$ cat src/rtl/mem_stage_if.sv
// Bundles the upstream record, data-memory bus and writeback record of mem_stage.
// The slave modport is the stage's view; master is the surrounding pipeline/memory.
interface mem_stage_if;
   logic        in_valid;
   logic        in_ready;
   logic [1:0]  in_op;
   logic [31:0] in_valE;
   logic [31:0] in_valB;
   logic [4:0]  in_dst;

   logic        dm_req;
   logic        dm_we;
   logic [31:0] dm_addr;
   logic [31:0] dm_wdata;
   logic        dm_ack;
   logic [31:0] dm_rdata;

   logic        out_valid;
   logic        out_ready;
   logic [31:0] out_data;
   logic [4:0]  out_dst;
   logic        out_wen;
   logic        out_err;

   modport slave (
      input  in_valid, in_op, in_valE, in_valB, in_dst,
      output in_ready,
      output dm_req, dm_we, dm_addr, dm_wdata,
      input  dm_ack, dm_rdata,
      output out_valid, out_data, out_dst, out_wen, out_err,
      input  out_ready
   );

   modport master (
      output in_valid, in_op, in_valE, in_valB, in_dst,
      input  in_ready,
      input  dm_req, dm_we, dm_addr, dm_wdata,
      output dm_ack, dm_rdata,
      input  out_valid, out_data, out_dst, out_wen, out_err,
      output out_ready
   );
endinterface

$ cat src/rtl/mem_stage.sv
// Memory-access pipeline stage: ALU pass-through or LW/SW over a req/ack bus with
// timeout, producing one registered writeback record per accepted input.
module mem_stage #(
   parameter int TIMEOUT_CYCLES = 15
) (
   input  logic       clk,
   input  logic       rst,
   mem_stage_if.slave bus,
   output logic       dbg_state
);
   localparam int CW = $clog2(TIMEOUT_CYCLES + 1);
   localparam logic [CW-1:0] LAST_WAIT = CW'(TIMEOUT_CYCLES - 1);
   localparam logic [1:0] OP_ALU = 2'b00;
   localparam logic [1:0] OP_LW  = 2'b01;
   localparam logic [1:0] OP_SW  = 2'b10;

   typedef enum logic {IDLE = 1'b0, ACCESS = 1'b1} state_t;

   state_t        state;
   logic [CW-1:0] wait_cnt;
   logic          pend_lw;
   logic [4:0]    pend_dst;
   logic          accept;
   logic          is_mem;
   logic          misaligned;

   // Handshakes: a transfer happens on a rising edge where valid && ready are both 1;
   // the producer holds its payload stable while valid=1 and ready=0.
   assign bus.in_ready = !rst && (state == IDLE) && (!bus.out_valid || bus.out_ready);
   assign accept       = bus.in_valid && bus.in_ready;
   assign is_mem       = (bus.in_op == OP_LW) || (bus.in_op == OP_SW);
   assign misaligned   = (bus.in_valE[1:0] != 2'b00);
   assign dbg_state    = (state == ACCESS);

   always_ff @(posedge clk) begin
      if (rst) begin
         state        <= IDLE;
         wait_cnt     <= '0;
         pend_lw      <= 1'b0;
         pend_dst     <= 5'd0;
         bus.dm_req   <= 1'b0;
         bus.dm_we    <= 1'b0;
         bus.dm_addr  <= 32'd0;
         bus.dm_wdata <= 32'd0;
         bus.out_valid <= 1'b0;
         bus.out_data <= 32'd0;
         bus.out_dst  <= 5'd0;
         bus.out_wen  <= 1'b0;
         bus.out_err  <= 1'b0;
      end else begin
         if (bus.out_valid && bus.out_ready) bus.out_valid <= 1'b0;

         case (state)
            IDLE: begin
               if (accept) begin
                  pend_dst <= bus.in_dst;
                  if (is_mem && !misaligned) begin
                     state        <= ACCESS;
                     wait_cnt     <= '0;
                     pend_lw      <= (bus.in_op == OP_LW);
                     bus.dm_req   <= 1'b1;
                     bus.dm_we    <= (bus.in_op == OP_SW);
                     bus.dm_addr  <= bus.in_valE;
                     bus.dm_wdata <= bus.in_valB;
                  end else begin
                     // Pass-through and immediate errors both complete in one cycle.
                     bus.out_valid <= 1'b1;
                     bus.out_dst   <= bus.in_dst;
                     if (bus.in_op == OP_ALU) begin
                        bus.out_data <= bus.in_valE;
                        bus.out_wen  <= (bus.in_dst != 5'd0);
                        bus.out_err  <= 1'b0;
                     end else begin
                        bus.out_data <= 32'd0;
                        bus.out_wen  <= 1'b0;
                        bus.out_err  <= 1'b1;
                     end
                  end
               end
            end

            ACCESS: begin
               // An ack on the final allowed cycle still completes normally.
               if (bus.dm_ack) begin
                  state         <= IDLE;
                  bus.dm_req    <= 1'b0;
                  bus.out_valid <= 1'b1;
                  bus.out_dst   <= pend_dst;
                  bus.out_data  <= pend_lw ? bus.dm_rdata : 32'd0;
                  bus.out_wen   <= pend_lw && (pend_dst != 5'd0);
                  bus.out_err   <= 1'b0;
               end else if (wait_cnt == LAST_WAIT) begin
                  state         <= IDLE;
                  bus.dm_req    <= 1'b0;
                  bus.out_valid <= 1'b1;
                  bus.out_dst   <= pend_dst;
                  bus.out_data  <= 32'd0;
                  bus.out_wen   <= 1'b0;
                  bus.out_err   <= 1'b1;
               end else begin
                  wait_cnt <= wait_cnt + 1'b1;
               end
            end

            default: state <= IDLE;
         endcase
      end
   end
endmodule

$ cat src/flat_wrapper.sv
// flat-port wrapper written by rule: the top's interface ports become plain ports
module mem_stage_flat 
#(
   parameter int TIMEOUT_CYCLES = 15
)
  (clk, rst, dbg_state, bus_in_valid, bus_in_op, bus_in_valE, bus_in_valB, bus_in_dst, bus_in_ready, bus_dm_req, bus_dm_we, bus_dm_addr, bus_dm_wdata, bus_dm_ack, bus_dm_rdata, bus_out_valid, bus_out_data, bus_out_dst, bus_out_wen, bus_out_err, bus_out_ready);
  mem_stage_if bus_i ();
  input  logic clk;
  input  logic rst;
  output logic dbg_state;
  input wire logic [$bits(bus_i.in_valid)-1:0] bus_in_valid;
  input wire logic [$bits(bus_i.in_op)-1:0] bus_in_op;
  input wire logic [$bits(bus_i.in_valE)-1:0] bus_in_valE;
  input wire logic [$bits(bus_i.in_valB)-1:0] bus_in_valB;
  input wire logic [$bits(bus_i.in_dst)-1:0] bus_in_dst;
  output wire logic [$bits(bus_i.in_ready)-1:0] bus_in_ready;
  output wire logic [$bits(bus_i.dm_req)-1:0] bus_dm_req;
  output wire logic [$bits(bus_i.dm_we)-1:0] bus_dm_we;
  output wire logic [$bits(bus_i.dm_addr)-1:0] bus_dm_addr;
  output wire logic [$bits(bus_i.dm_wdata)-1:0] bus_dm_wdata;
  input wire logic [$bits(bus_i.dm_ack)-1:0] bus_dm_ack;
  input wire logic [$bits(bus_i.dm_rdata)-1:0] bus_dm_rdata;
  output wire logic [$bits(bus_i.out_valid)-1:0] bus_out_valid;
  output wire logic [$bits(bus_i.out_data)-1:0] bus_out_data;
  output wire logic [$bits(bus_i.out_dst)-1:0] bus_out_dst;
  output wire logic [$bits(bus_i.out_wen)-1:0] bus_out_wen;
  output wire logic [$bits(bus_i.out_err)-1:0] bus_out_err;
  input wire logic [$bits(bus_i.out_ready)-1:0] bus_out_ready;
  assign bus_i.in_valid = bus_in_valid;
  assign bus_i.in_op = bus_in_op;
  assign bus_i.in_valE = bus_in_valE;
  assign bus_i.in_valB = bus_in_valB;
  assign bus_i.in_dst = bus_in_dst;
  assign bus_in_ready = bus_i.in_ready;
  assign bus_dm_req = bus_i.dm_req;
  assign bus_dm_we = bus_i.dm_we;
  assign bus_dm_addr = bus_i.dm_addr;
  assign bus_dm_wdata = bus_i.dm_wdata;
  assign bus_i.dm_ack = bus_dm_ack;
  assign bus_i.dm_rdata = bus_dm_rdata;
  assign bus_out_valid = bus_i.out_valid;
  assign bus_out_data = bus_i.out_data;
  assign bus_out_dst = bus_i.out_dst;
  assign bus_out_wen = bus_i.out_wen;
  assign bus_out_err = bus_i.out_err;
  assign bus_i.out_ready = bus_out_ready;
  mem_stage #(.TIMEOUT_CYCLES(TIMEOUT_CYCLES)) u_core (.clk(clk), .rst(rst), .bus(bus_i), .dbg_state(dbg_state));
endmodule
$ cat config.mk
export PLATFORM = sky130hd
export DESIGN_NAME = mem_stage_flat
export DESIGN_NICKNAME = d
export VERILOG_FILES = /design/src/rtl/mem_stage_if.sv /design/src/rtl/mem_stage.sv /design/src/flat_wrapper.sv
export SDC_FILE = /design/constraint.sdc
export NUM_CORES = 1
export LEC_CHECK = 0
export BUFFER_PORTS_ARGS = -buffer_cell sky130_fd_sc_hd__buf_2
export CORE_ASPECT_RATIO = 0.6
export CORE_MARGIN = 2
export CORE_UTILIZATION = 47
export DETAILED_ROUTE_END_ITERATION = 10
export PLACE_DENSITY = 0.8
export SYNTH_ARGS = -nofsm -noshare
export SYNTH_HDL_FRONTEND = slang
export SYNTH_SLANG_ARGS = --single-unit
export TNS_END_PERCENT = 50
$ cat constraint.sdc
create_clock -name clk -period 2 [get_ports clk]
set_clock_uncertainty 0.1 [all_clocks]
set_input_delay 0.1 -clock clk [delete_from_list [all_inputs] [get_ports clk]]
set_output_delay 0.1 -clock clk [all_outputs]
set_load 0.005 [all_outputs]
Word level (Yosys, flattened, before mapping)
Index checks and enable logic that the tools add are counted.
{"block": "classes", "n_addsub": 1, "eq_ne": 9, "div_mod_pow": 0, "n_bitwise": 1, "n_shift": 0, "n_reduce_logical": 20, "n_mul": 0, "muxes": 44, "n_lt_le_gt_ge": 0}
{"operator": "$mux W32", "n": 6}
{"operator": "$pmux W32 S2", "n": 1}
{"operator": "$mux W1", "n": 22}
{"operator": "$mux W5", "n": 4}
{"operator": "$mux W4", "n": 4}
{"operator": "$pmux W1 S2", "n": 5}
{"operator": "$pmux W5 S2", "n": 1}
{"operator": "$reduce_bool A5 Y1", "n": 2}
{"operator": "$reduce_and A3 Y1", "n": 3}
{"operator": "$ne A2 B2 Y1 const B", "n": 4}
{"operator": "$pmux W4 S2", "n": 1}
{"operator": "$logic_and A1 B1 Y1", "n": 6}
{"operator": "$add A4 B1 Y4 const B", "n": 1}
{"operator": "$eq A4 B4 Y1 const B", "n": 1}
{"operator": "$reduce_and A4 Y1", "n": 1}
{"operator": "$logic_not A1 Y1", "n": 3}
{"operator": "$ne A3 B3 Y1 const B", "n": 1}
{"operator": "$eq A2 B1 Y1 const B", "n": 1}
{"operator": "$eq A2 B2 Y1 const B", "n": 1}
{"operator": "$logic_not A2 Y1", "n": 1}
{"operator": "$logic_or A1 B1 Y1", "n": 2}
{"operator": "$ne A2 B1 Y1 const B", "n": 1}
{"operator": "$reduce_and A2 Y1", "n": 1}
{"operator": "$reduce_bool A2 Y1", "n": 1}
{"operator": "$not A1 Y1", "n": 1}
{"block": "word_totals", "register_bits": 117, "latchBits": 0, "in_bits": 108, "romBits": 0, "elab_cells": 88, "output_inout_bits": 108, "n_memories": 0, "ram_bits": 0}

Logic depth before layout (Yosys ltp)
Gate-level depths: netlist of the first run.
{"block": "logic_depth", "depth_word": 6, "depth_mapped": 8, "mapped_depth_nobuf": 6}

Worst setup path after synthesis of the first run
OpenSTA, ideal clock, no wires.
{"block": "synth_timing", "path_type": "register -> register", "startpoint": "register u_core.wait_cnt[0]", "endpoint": "register u_core.bus.out_data[29]", "setup_ns": 0.080, "period_less_slack_ns": 1.716, "t_arrival_ns": 1.536, "stages_incl_launch_ff": 9, "required_ns": 1.820, "slack_ns": 0.284, "n_path_buf": 2, "cell_sequence": "dfxtp_1 > inv_1 > ha_1 > a31oi_1 > nand2b_1 > nand2_1 > buf_6 > buf_6 > a211oi_2"}
{"block": "synth_between", "elab_chain_len": 3}
{"item": "from (decl)", "line": "mem_stage.sv:20", "text": "logic [CW-1:0] wait_cnt;"}
{"item": "from (signal assigned)", "line": "mem_stage.sv:101", "text": "wait_cnt <= wait_cnt + 1'b1;"}
{"item": "$eq A4 B4 Y1", "line": "mem_stage.sv:92", "text": "end else if (wait_cnt == LAST_WAIT) begin"}
{"item": "$ne A3 B3 Y1 (no source line)"}
{"item": "$reduce_and A3 Y1 (no source line)"}
{"item": "to (signal assigned)", "line": "mem_stage.sv:70", "text": "bus.out_data <= bus.in_valE;"}
{"item": "to (signal assigned)", "line": "mem_stage.sv:89", "text": "bus.out_data <= pend_lw ? bus.dm_rdata : 32'd0;"}
{"item": "to (decl)", "line": "mem_stage_if.sv:30", "text": "output out_valid, out_data, out_dst, out_wen, out_err,"}
No other way between the ends.
A chain may end at the register's enable or synchronous reset.

Worst setup path in the final report of the first run
{"block": "layout_timing", "startpoint": "register u_core.wait_cnt[1]", "endpoint": "register u_core.bus.out_data[16]"}
Same word-level chain as after synthesis.

==> results of run 1 <==
[cell type report]
type	count	share of cell area (%)
Tap cell	135	2.28
Clock inverter	9	1.66
Clock buffer	23	6.72
Multi-Input combinational cell	369	28.9
Sequential cell	117	31.6
Timing Repair Buffer	315	28.5
Inverter	6	0.304
[per-layer routing]
| metal | track usage [%] | vias to the layer above | wire length [um] | part of all wire, % |
|---|---|---|---|---|
| li1 | - | 2471 | - | - |
| met1 | 35.6 | 2502 | 6680 | 40 |
| met2 | 53.5 | 279 | 8160 | 49 |
| met3 | 11.0 | 34 | 1580 | 9.4 |
| met4 | 11.4 | 0 | 286 | 1.7 |
| met5 | 0 | - | 0 | 0 |
[power by group through the flow]
stage	logic, mW	registers [mW]	clock network (mW)
3_5_place_dp	0.541	2.52	0
6_report	0.698	2.47	3.14
3_3_place_gp	0.522	2.51	0
4_1_cts	0.676	2.47	3.18
5_1_grt	0.757	2.48	3.30
2_1_floorplan	0.274	2.52	0
[worst register-to-register path: cells and delay by family, from the launching register on]
family	cells	cell delay, ns
AOI/OAI and AO/OA	2	0.35
adders and majority gates	1	0.23
buffers and inverters	1	0.18
DFF	1	0.42
and+or+nand+nor	2	0.57
[flip-flops by register name, summed over array words and instances (netlist names)]
signal / cells
u_core.bus.out_data: 32
u_core.bus.out_err: 1
u_core.bus.out_dst: 5
u_core.bus.out_valid: 1
u_core.bus.dm_wdata: 32
u_core.pend_dst: 5
u_core.bus.dm_addr: 32
u_core.bus.dm_req: 1
u_core.wait_cnt: 4
u_core.bus.dm_we: 1
u_core.pend_lw: 1
u_core.dbg_state: 1
u_core.bus.out_wen: 1
[cells by family after synthesis]
kind of cell / count (synthesis)
and+or+nand+nor: 201
AOI/OAI and AO/OA: 150
muxes: 11
adders and majority gates: 5
DFF: 117
buffers and inverters: 55
[how the worst max path moves through the flow]
stage / startpoint / endpoint / cells past startpoint
floorplan: u_core.wait_cnt[0] / u_core.bus.out_data[29] / 8
global placement: u_core.wait_cnt[0] / u_core.bus.out_data[14] / 6
detailed placement: u_core.wait_cnt[0] / u_core.bus.out_data[7] / 6
CTS: u_core.wait_cnt[0] / u_core.bus.out_data[26] / 7
global route: u_core.wait_cnt[0] / u_core.bus.out_data[10] / 8
finish: u_core.wait_cnt[1] / u_core.bus.out_data[16] / 6
[per-stage QoR]
step / setup WS [ns] / cell area, um^2
global route: 0.0340 / 7410
floorplan: 0.284 / 4730
detailed placement: -0.0845 / 5860
global placement: 0.0130 / 5860
CTS: 0.0420 / 7350
finish: 0.0619 / 7410
[timing repair]
action                                 in CTS  in global routing
buffers inserted                            1                  2
cloned                                      1                  1
hold buffers                               84                  0
pin swaps                                   2                  2
endpoints found under the hold margin      84                  0
setup endpoints to repair                  39                 34
gates resized for setup                     3                  2
[cell usage in the layout, fill, tap and decap left out, drive strengths merged, types with 6 or more instances in the layout]
cell type	count
buf	231
nand2	133
dfxtp	117
dlygate4sd3	84
a21oi	69
a211oi	38
nor3	37
a22oi	32
clkbuf	23
mux2i	11
nor2	10
inv	6
==> impl_metrics.toml, run 1 <==
[outcome]
outcome = "finished, final reports clean"

[global_route]
grt_max_degree = 74
grt_overflow = 0
grt_pass1_vias = 5200
grt_use_total_pct = 30.7
antenna_found_initial = 0
grt_pass1_wl_um = 26100

[setup_path]
crit_path_end_kind = "flop"
crit_fanout = 10
rr_startpoint = "u_core.wait_cnt[1]"
criticalPathCategory = "flop to flop"
path_delay_family = "simple AND/OR/NAND/NOR gates"
worst_ep_arrival_time_ns = 2.14
r2r_end = "u_core.bus.out_data[16]"
reg2reg_slack_ns = 0.06
required_ns = 2.20
cp_cell_sequence = "ha_1 -> a31oi_4 -> buf_4 -> nor2_2 -> nor3_1 -> a211oi_1"
slowest_stage = "nor2_2"
reg2reg_depth = 6
path_buf_inv = 1
cp_slowest_stage_delay_ns = 0.45
critPathLaunchType = "flop"

[power_and_ir_drop]
p_comb_share_pct = 11.1
p_total_mw = 6.31
p_sw_mw = 1.41
power_frac_clock_pct = 49.8
p_leak_nw = 3.21
p_int_mw = 4.90
power_density_mw_per_mm2 = 852
ir_worst_vdd_mv = 0.588
switching_share_pct = 22.4
p_seq_share_pct = 39.2

[cts]
numCtsBuffers = 17
cts_tree = "done"
clock-sinks = 117
cts_root_buf = "clkbuf_16"
clk_latency_ns = 0.40
clkTransAtPathRegs_ns = 0.05
htree_levels = 4
ctsLongestPathBuffers = 2

[floorplan]
die_h_um = 81.7
io_pins = 216
die_w_um = 134
initial_utilization_pct = 48.2
rows = 28
fp.coreArea_mm2 = 0.00981
dieArea_mm2 = 0.0109

[sta]
holdWs_ns = 0.00995
tightest_slew_ns = 0.815
rsz0062_at_grt = "false"
min_period_over_period_pct = 96.9
hold_violations = 0
setup_violations = 0
timing.fmax_ghz = 0.516
min_period_ns = 1.94
timing.setup.tns_ns = 0
slew-limit-headroom_pct = 45.7
slew_viol_final = 0

[finish]
fillers = 693
num-nets-final = 939
multi_input_area_mm2 = 0.00214
area_growth_pct = 56.6
drive_gt1_share_pct = 34.7
regArea_mm2 = 0.00234
final_util_pct = 75.5
final_cell_count_no_fill = 974
antenna_cells = 0

[logic_synthesis]
synth_most_common_cell = "nand2_1"
synth.top_cells.by_area = "dfxtp_1, nand2_1, a21oi_1"
yosysTopAreaCellShare_pct = 49.5
synthTopCellsByCount = "nand2_1, dfxtp_1, a21oi_1, a22oi_1, a211oi_1"
synth_compound_area_share_pct = 21.0
ys_seq_area_share_pct = 49.5
muxShareOfSynthArea_pct = 2.33
synth_area_per_cell_um2 = 8.78
synthFlopType = "dfxtp_1"
synthAdderAreaFrac_pct = 1.32
synth_xor_xnor_area_share_pct = 0
yosysWarnings = 0
synthSimpleGateAreaFrac_pct = 19.4
synth_top_family_by_area = "compound AO/OA/AOI/OAI gates"
synth_edf_count = 0
syn_nets = 652
synthCells = 539
yosysUniqueCellTypes = 37
synthArstFlopShare_pct = 0
synth_top_area_cell = "dfxtp_1"
ys_ff_latch = 117
syn-cell-area_mm2 = 0.00473

[run]
cap_violations = 0

[route]
drt-pass1-iter-count = 5
drc = 0
num_vias = 5286
post_drt_via_cell_ratio = 5.43
wl_per_cell_um = 17.1
drtAntennaViolNets = 0
drt_iter0_markers = 332
wirelength_um = 16700

[hold_path]
holdCritStartpoint = "bus_in_op[1]"
worstHoldPathCells = 4
holdPathEnd = "u_core.bus.dm_we"
hold_class = "input pin to flop"

[placed_design]
placedCellCount = 853
globalplace.congestion = 0.824
hpwl_um = 9740
port_buffers = 215
Note: power is estimated with default switching activity, not from simulation.
==> run 2, diff against run 1 <==
- CORE_ASPECT_RATIO: 0.6 -> 1.2
- PLACE_DENSITY: 0.8 -> 0.78
==> run 2 against run 1 <==
Net effect: global-route usage shrank 1.8 points; core utilization shrank 1.8 points; register-to-register slack gained 0.06 ns; final cell count shrank 2.1%; fmax grew 3.2%; die area shrank 0.22%; sequential cell count is the same; first-iteration DRC count grew 23%.
==> impl_metrics.toml, run 2 (synthesis results as in run 1) <==
[cts]
ctsLongestPathBuffers = 2
clkTransAtPathRegs_ns = 0.05
clock-sinks = 117
clk_latency_ns = 0.40
post_cts_buffers = 0
cts_tree = "done"
numCtsBuffers = 17
cts_root_buf = "clkbuf_16"
htree_levels = 4

[finish]
final_cell_count_no_fill = 954
final_util_pct = 73.7
drive_gt1_share_pct = 34.1
layout_commonest_cell = "buf_2"
regArea_mm2 = 0.00234
multi_input_area_mm2 = 0.00211
final_cell_mix = "buf_2, nand2_1, dfxtp_1"
antenna_cells = 0
fillers = 710
area_growth_pct = 54.4
reg.largest.list = "u_core.bus.dm_addr (32), u_core.bus.dm_wdata (32), u_core.bus.out_data (32)"
num-nets-final = 928

[power_and_ir_drop]
power_density_mw_per_mm2 = 884
p_leak_nw = 3.18
ir_worst_vdd_mv = 0.566
p_total_mw = 6.46

[route]
post_drt_via_cell_ratio = 5.39
drtAntennaViolNets = 0
drt-pass1-iter-count = 5
drt_iter0_markers = 410
wirelength_um = 15800
drc = 0
wl_per_cell_um = 16.6
num_vias = 5145

[hold_path]
worstHoldPathCells = 4
hold_class = "input pin to flop"

[sta]
slew-limit-headroom_pct = 55.8
rsz0062_at_grt = "false"
min_period_over_period_pct = 93.9
setup_violations = 0
min_period_ns = 1.88
holdWs_ns = 0.00750
slew_viol_final = 0
hold_violations = 0
tightest_slew_ns = 0.661
setup_slack_ns = 0.121
timing.fmax_ghz = 0.532

[floorplan]
initial_utilization_pct = 47.7
rows = 40
die_w_um = 95.6
die_h_um = 114
fp.coreArea_mm2 = 0.00991
dieArea_mm2 = 0.0109
io_pins = 216

[global_route]
antenna_found_initial = 0
grt_max_degree = 106
grt_use_total_pct = 28.9
grt_pass1_wl_um = 24500
grt_overflow = 0
grt_pass1_vias = 5233

[setup_path]
rr_startpoint = "u_core.dbg_state"
crit_end = "u_core.bus.out_data[22]"
cp-startpoint = "u_core.dbg_state"
reg2reg_slack_ns = 0.12
criticalPathCategory = "flop to flop"
r2r_end = "u_core.bus.out_data[22]"
required_ns = 2.21
crit_path_end_kind = "flop"
reg2reg_depth = 5
cp_slowest_stage_delay_ns = 0.59
cp_num_cells = 5
cp_cell_sequence = "buf_4 -> nor2_4 -> and4_4 -> nor3_1 -> a211oi_1"
path_buf_inv = 1
path_delay_family = "simple AND/OR/NAND/NOR gates"
critPathLaunchType = "flop"
slowest_stage = "and4_4"
worst_ep_arrival_time_ns = 2.08
crit_fanout = 39

[placed_design]
place_ws_ns = -0.100
placedCellCount = 844
port_buffers = 215
globalplace.congestion = 0.800
hpwl_um = 9330

[run]
cap_violations = 0

[outcome]
outcome = "finished, final reports clean"
## run 2: changes by cell type in the layout (fill, tap and decap cells not counted), sizes merged
cell / delta
dlygate4sd3: -7
buf: -3
bufinv: +2
clkinv: -2
nor2: -1
## run 2: layout make-up
| cell class | count | area share [%] |
|---|---|---|
| Timing Repair Buffer | 305 | 27.7 |
| Tap cell | 126 | 2.16 |
| Sequential cell | 117 | 32.1 |
| Clock buffer | 23 | 6.54 |
| Multi-Input combinational cell | 368 | 28.9 |
| Inverter | 6 | 0.308 |
| Clock inverter | 9 | 2.36 |
## run 2: metrics by stage
stage,cell area [um^2],TNS [ns]
floorplan,4730,0
global placement,5870,0
detailed placement,5870,-1.67
CTS,7300,0
global route,7310,0
finish,7310,0
## run 2: what timing repair did
action                                  4_1_cts  5_1_grt
pin swaps                                     1        1
resized for setup                             1        0
hold endpoints to repair                     82        1
cloned                                        1        0
hold buffers                                 76        1
endpoints found under the setup margin       37        2
## run 2: worst min-delay path by stage
stage / from / end / slack [ns]
after floorplan: bus_in_valE[10] / u_core.bus.dm_addr[10] / 0.14
after global placement: bus_in_valB[10] / u_core.bus.dm_wdata[10] / 0.24
after detailed placement: bus_in_valB[12] / u_core.bus.dm_wdata[12] / 0.25
after CTS: bus_in_valE[1] / u_core.bus.out_data[1] / 0.0006
after global routing: bus_dm_rdata[29] / u_core.bus.out_data[29] / 0.009
final: bus_in_op[0] / u_core.pend_lw / 0.008
## run 2: power breakdown
part / total, mW / switching [mW] / internal, mW / leakage (nW)
combinational: 0.674 / 0.323 / 0.350 / 1.91
clock: 3.32 / 1.01 / 2.30 / 0.317
sequential: 2.47 / 0.0504 / 2.42 / 0.951
## run 2: worst register-to-register path: stages, from the launching register on
cell	delay, ns
dfxtp_1	0.37
buf_4	0.18
nor2_4	0.16
and4_4	0.59
nor3_1	0.13
a211oi_1	0.26
## run 2: per-layer routing
layer | part of all wire (%) | vias to the layer above | track usage [%]
li1 | - | 2441 | -
met1 | 38 | 2431 | 30.7
met2 | 52 | 227 | 51.7
met3 | 6.2 | 46 | 7.33
met4 | 3.4 | 0 | 15.2
met5 | 0 | - | 0
==> run 3, diff against run 2 <==
- BUFFER_PORTS_ARGS: -buffer_cell sky130_fd_sc_hd__buf_2 -> -buffer_cell sky130_fd_sc_hd__buf_4
- CORE_UTILIZATION: 47 -> 50
- PLACE_DENSITY: 0.78 -> 0.83
- clock period: 2 -> 2.3 ns (I/O delays scaled with it)
==> run 3 against run 2 <==
Net effect: final area is 9.1% higher; clock power fell by 28%; critical path depth up 3; wire length is 18% higher; final cell count increased by 2.4%; combinational power increased by 9.2%; first-iteration DRC count shrank 3.2%; die area is 5.8% lower; critical endpoint is now u_core.bus.out_data[2]; largest cell class is now buffers.
==> impl_metrics.toml, run 3 (synthesis results as in run 1) <==
[placed_design]
hpwl_um = 9650
port_buffers = 215
place_ws_ns = 0.187
globalplace.congestion = 0.840

[finish]
layout_commonest_cell = "buf_4"
reg.largest.list = "u_core.bus.dm_addr (32), u_core.bus.dm_wdata (32), u_core.bus.out_data (32)"
fillers = 443
drive_gt1_share_pct = 32.7
num-nets-final = 958
final_cell_mix = "buf_4, nand2_1, dfxtp_1"
area_growth_pct = 68.4

[setup_path]
cp_cell_sequence = "inv_1 -> ha_1 -> a31oi_4 -> buf_4 -> nand2b_1 -> nand2_1 -> buf_4 -> a211oi_1"
path_buf_inv = 3
required_ns = 2.61
criticalPathCategory = "flop to flop"
path_delay_family = "compound AO/OA/AOI/OAI gates"
reg2reg_slack_ns = 0.12
crit_top_cell = "buf_4"
r2r_end = "u_core.bus.out_data[2]"
rr_startpoint = "u_core.wait_cnt[0]"
crit_path_end_kind = "flop"
worst_ep_arrival_time_ns = 2.49
reg2reg_depth = 8
cp_slowest_stage_delay_ns = 0.38
critPathLaunchType = "flop"
slowest_stage = "dfxtp_1"
crit_fanout = 39

[hold_path]
holdCritStartpoint = "bus_out_ready"
worstHoldPathCells = 3
hold_class = "input pin to flop"
holdPathEnd = "u_core.bus.out_valid"

[sta]
setup_slack_ns = 0.122
tightest_slew_ns = 0.829
setup_violations = 0
slew-limit-headroom_pct = 44.7
holdWs_ns = 0.0372
min_period_over_period_pct = 94.7
hold_violations = 0
min_period_ns = 2.18
slew_viol_final = 0
timing.fmax_ghz = 0.459

[global_route]
grt_pass1_vias = 5759
grt_util_met3_pct = 10.7
grt_use_met2_pct = 62.0
grt_overflow = 0
antenna_found_initial = 1
grt_max_degree = 75
grt_use_total_pct = 35.9
grt_busiest_layer = "met2"
grt_pass1_wl_um = 28900
grt_util_met1_pct = 38.0

[floorplan]
die_w_um = 92.8
initial_utilization_pct = 51.8
io_pins = 216
dieArea_mm2 = 0.0103
die_h_um = 111
rows = 38
fp.coreArea_mm2 = 0.00913

[cts]
cts_tree = "done"
htree_levels = 4
cts_root_buf = "clkbuf_8"
numCtsBuffers = 17
ctsLongestPathBuffers = 2
clk_latency_ns = 0.53
post_cts_buffers = 0
clkTransAtPathRegs_ns = 0.06
clock-sinks = 117

[route]
wirelength_um = 18700
drt_iter0_markers = 397
num_vias = 5544
wl_per_cell_um = 19.2
drt-pass1-iter-count = 5
drtAntennaViolNets = 0
post_drt_via_cell_ratio = 5.67
drc = 0

[outcome]
outcome = "finished, final reports clean"

[power_and_ir_drop]
ir_worst_vdd_mv = 0.617
p_leak_nw = 3.32
power_density_mw_per_mm2 = 662

[run]
cap_violations = 0
==> run 3: changes by cell type in the layout (fill, tap and decap cells not counted), moves of 2 or more <==
cell	change
bufinv_16	-4
buf_4	+219
clkbuf_1	+2
dlygate4sd3_1	+30
buf_12	-5
buf_2	-214
==> run 3: worst max path at each step <==
stage	cells past startpoint	slack (ns)	startpoint	endpoint
2_1_floorplan	8	0.58	u_core.wait_cnt[0]	u_core.bus.out_data[29]
3_3_place_gp	6	0.32	u_core.wait_cnt[0]	u_core.bus.out_data[15]
3_5_place_dp	6	0.19	u_core.wait_cnt[0]	u_core.bus.out_data[13]
4_1_cts	6	0.16	u_core.wait_cnt[0]	u_core.bus.out_data[21]
5_1_grt	8	-0.008	u_core.wait_cnt[0]	u_core.bus.out_data[9]
6_report	8	0.12	u_core.wait_cnt[0]	u_core.bus.out_data[2]
==> run 3: area by class of cell <==
class                           instances  area (um^2)  share of cell area (%)
Clock inverter                          5         50.0                   0.628
Inverter                                6         22.5                   0.283
Antenna cell                            1         2.50                  0.0314
Tap cell                              120          150                    1.88
Clock buffer                           25          474                    5.95
Multi-Input combinational cell        368         2130                    26.7
Sequential cell                       117         2340                    29.4
Timing Repair Buffer                  335         2800                    35.1
==> run 3: worst min-delay path: stages <==
cell and delay (ns):
buf_4 0.07, nand2b_1 0.28, a31oi_1 0.14
==> run 3: per-layer routing <==
layer | share of wire, % | wire length [um] | vias up
li1 | - | - | 2493
met1 | 35 | 6620 | 2602
met2 | 51 | 9530 | 361
met3 | 8.8 | 1640 | 88
met4 | 5.0 | 932 | 0
met5 | 0 | 0 | -
==> run 3: power by group <==
| part | leakage (nW) | switching (mW) | internal (mW) |
|---|---|---|---|
| combinational | 2.11 | 0.316 | 0.419 |
| sequential | 0.951 | 0.0487 | 2.10 |
| clock | 0.262 | 0.893 | 1.50 |
| total | 3.32 | 1.26 | 4.02 |
==> run 3: repair_timing <==
item / 4_1_cts / 5_1_grt
gates resized for setup: 0 / 4
hold buffers: 107 / 0
endpoints found under the setup margin: 0 / 7
endpoints found under the hold margin: 109 / 0
==> run 3: per-stage QoR <==
stage,util [%],instances,cell area (um^2),TNS [ns],power [mW]
2_1_floorplan,-,539,4730,0,2.43
3_3_place_gp,69.4,838,6340,0,2.72
3_5_place_dp,69.4,838,6340,0,2.74
4_1_cts,86.9,975,7930,0,5.23
5_1_grt,87.3,977,7970,-0.0130,5.44
6_report,87.3,977,7970,0,5.28
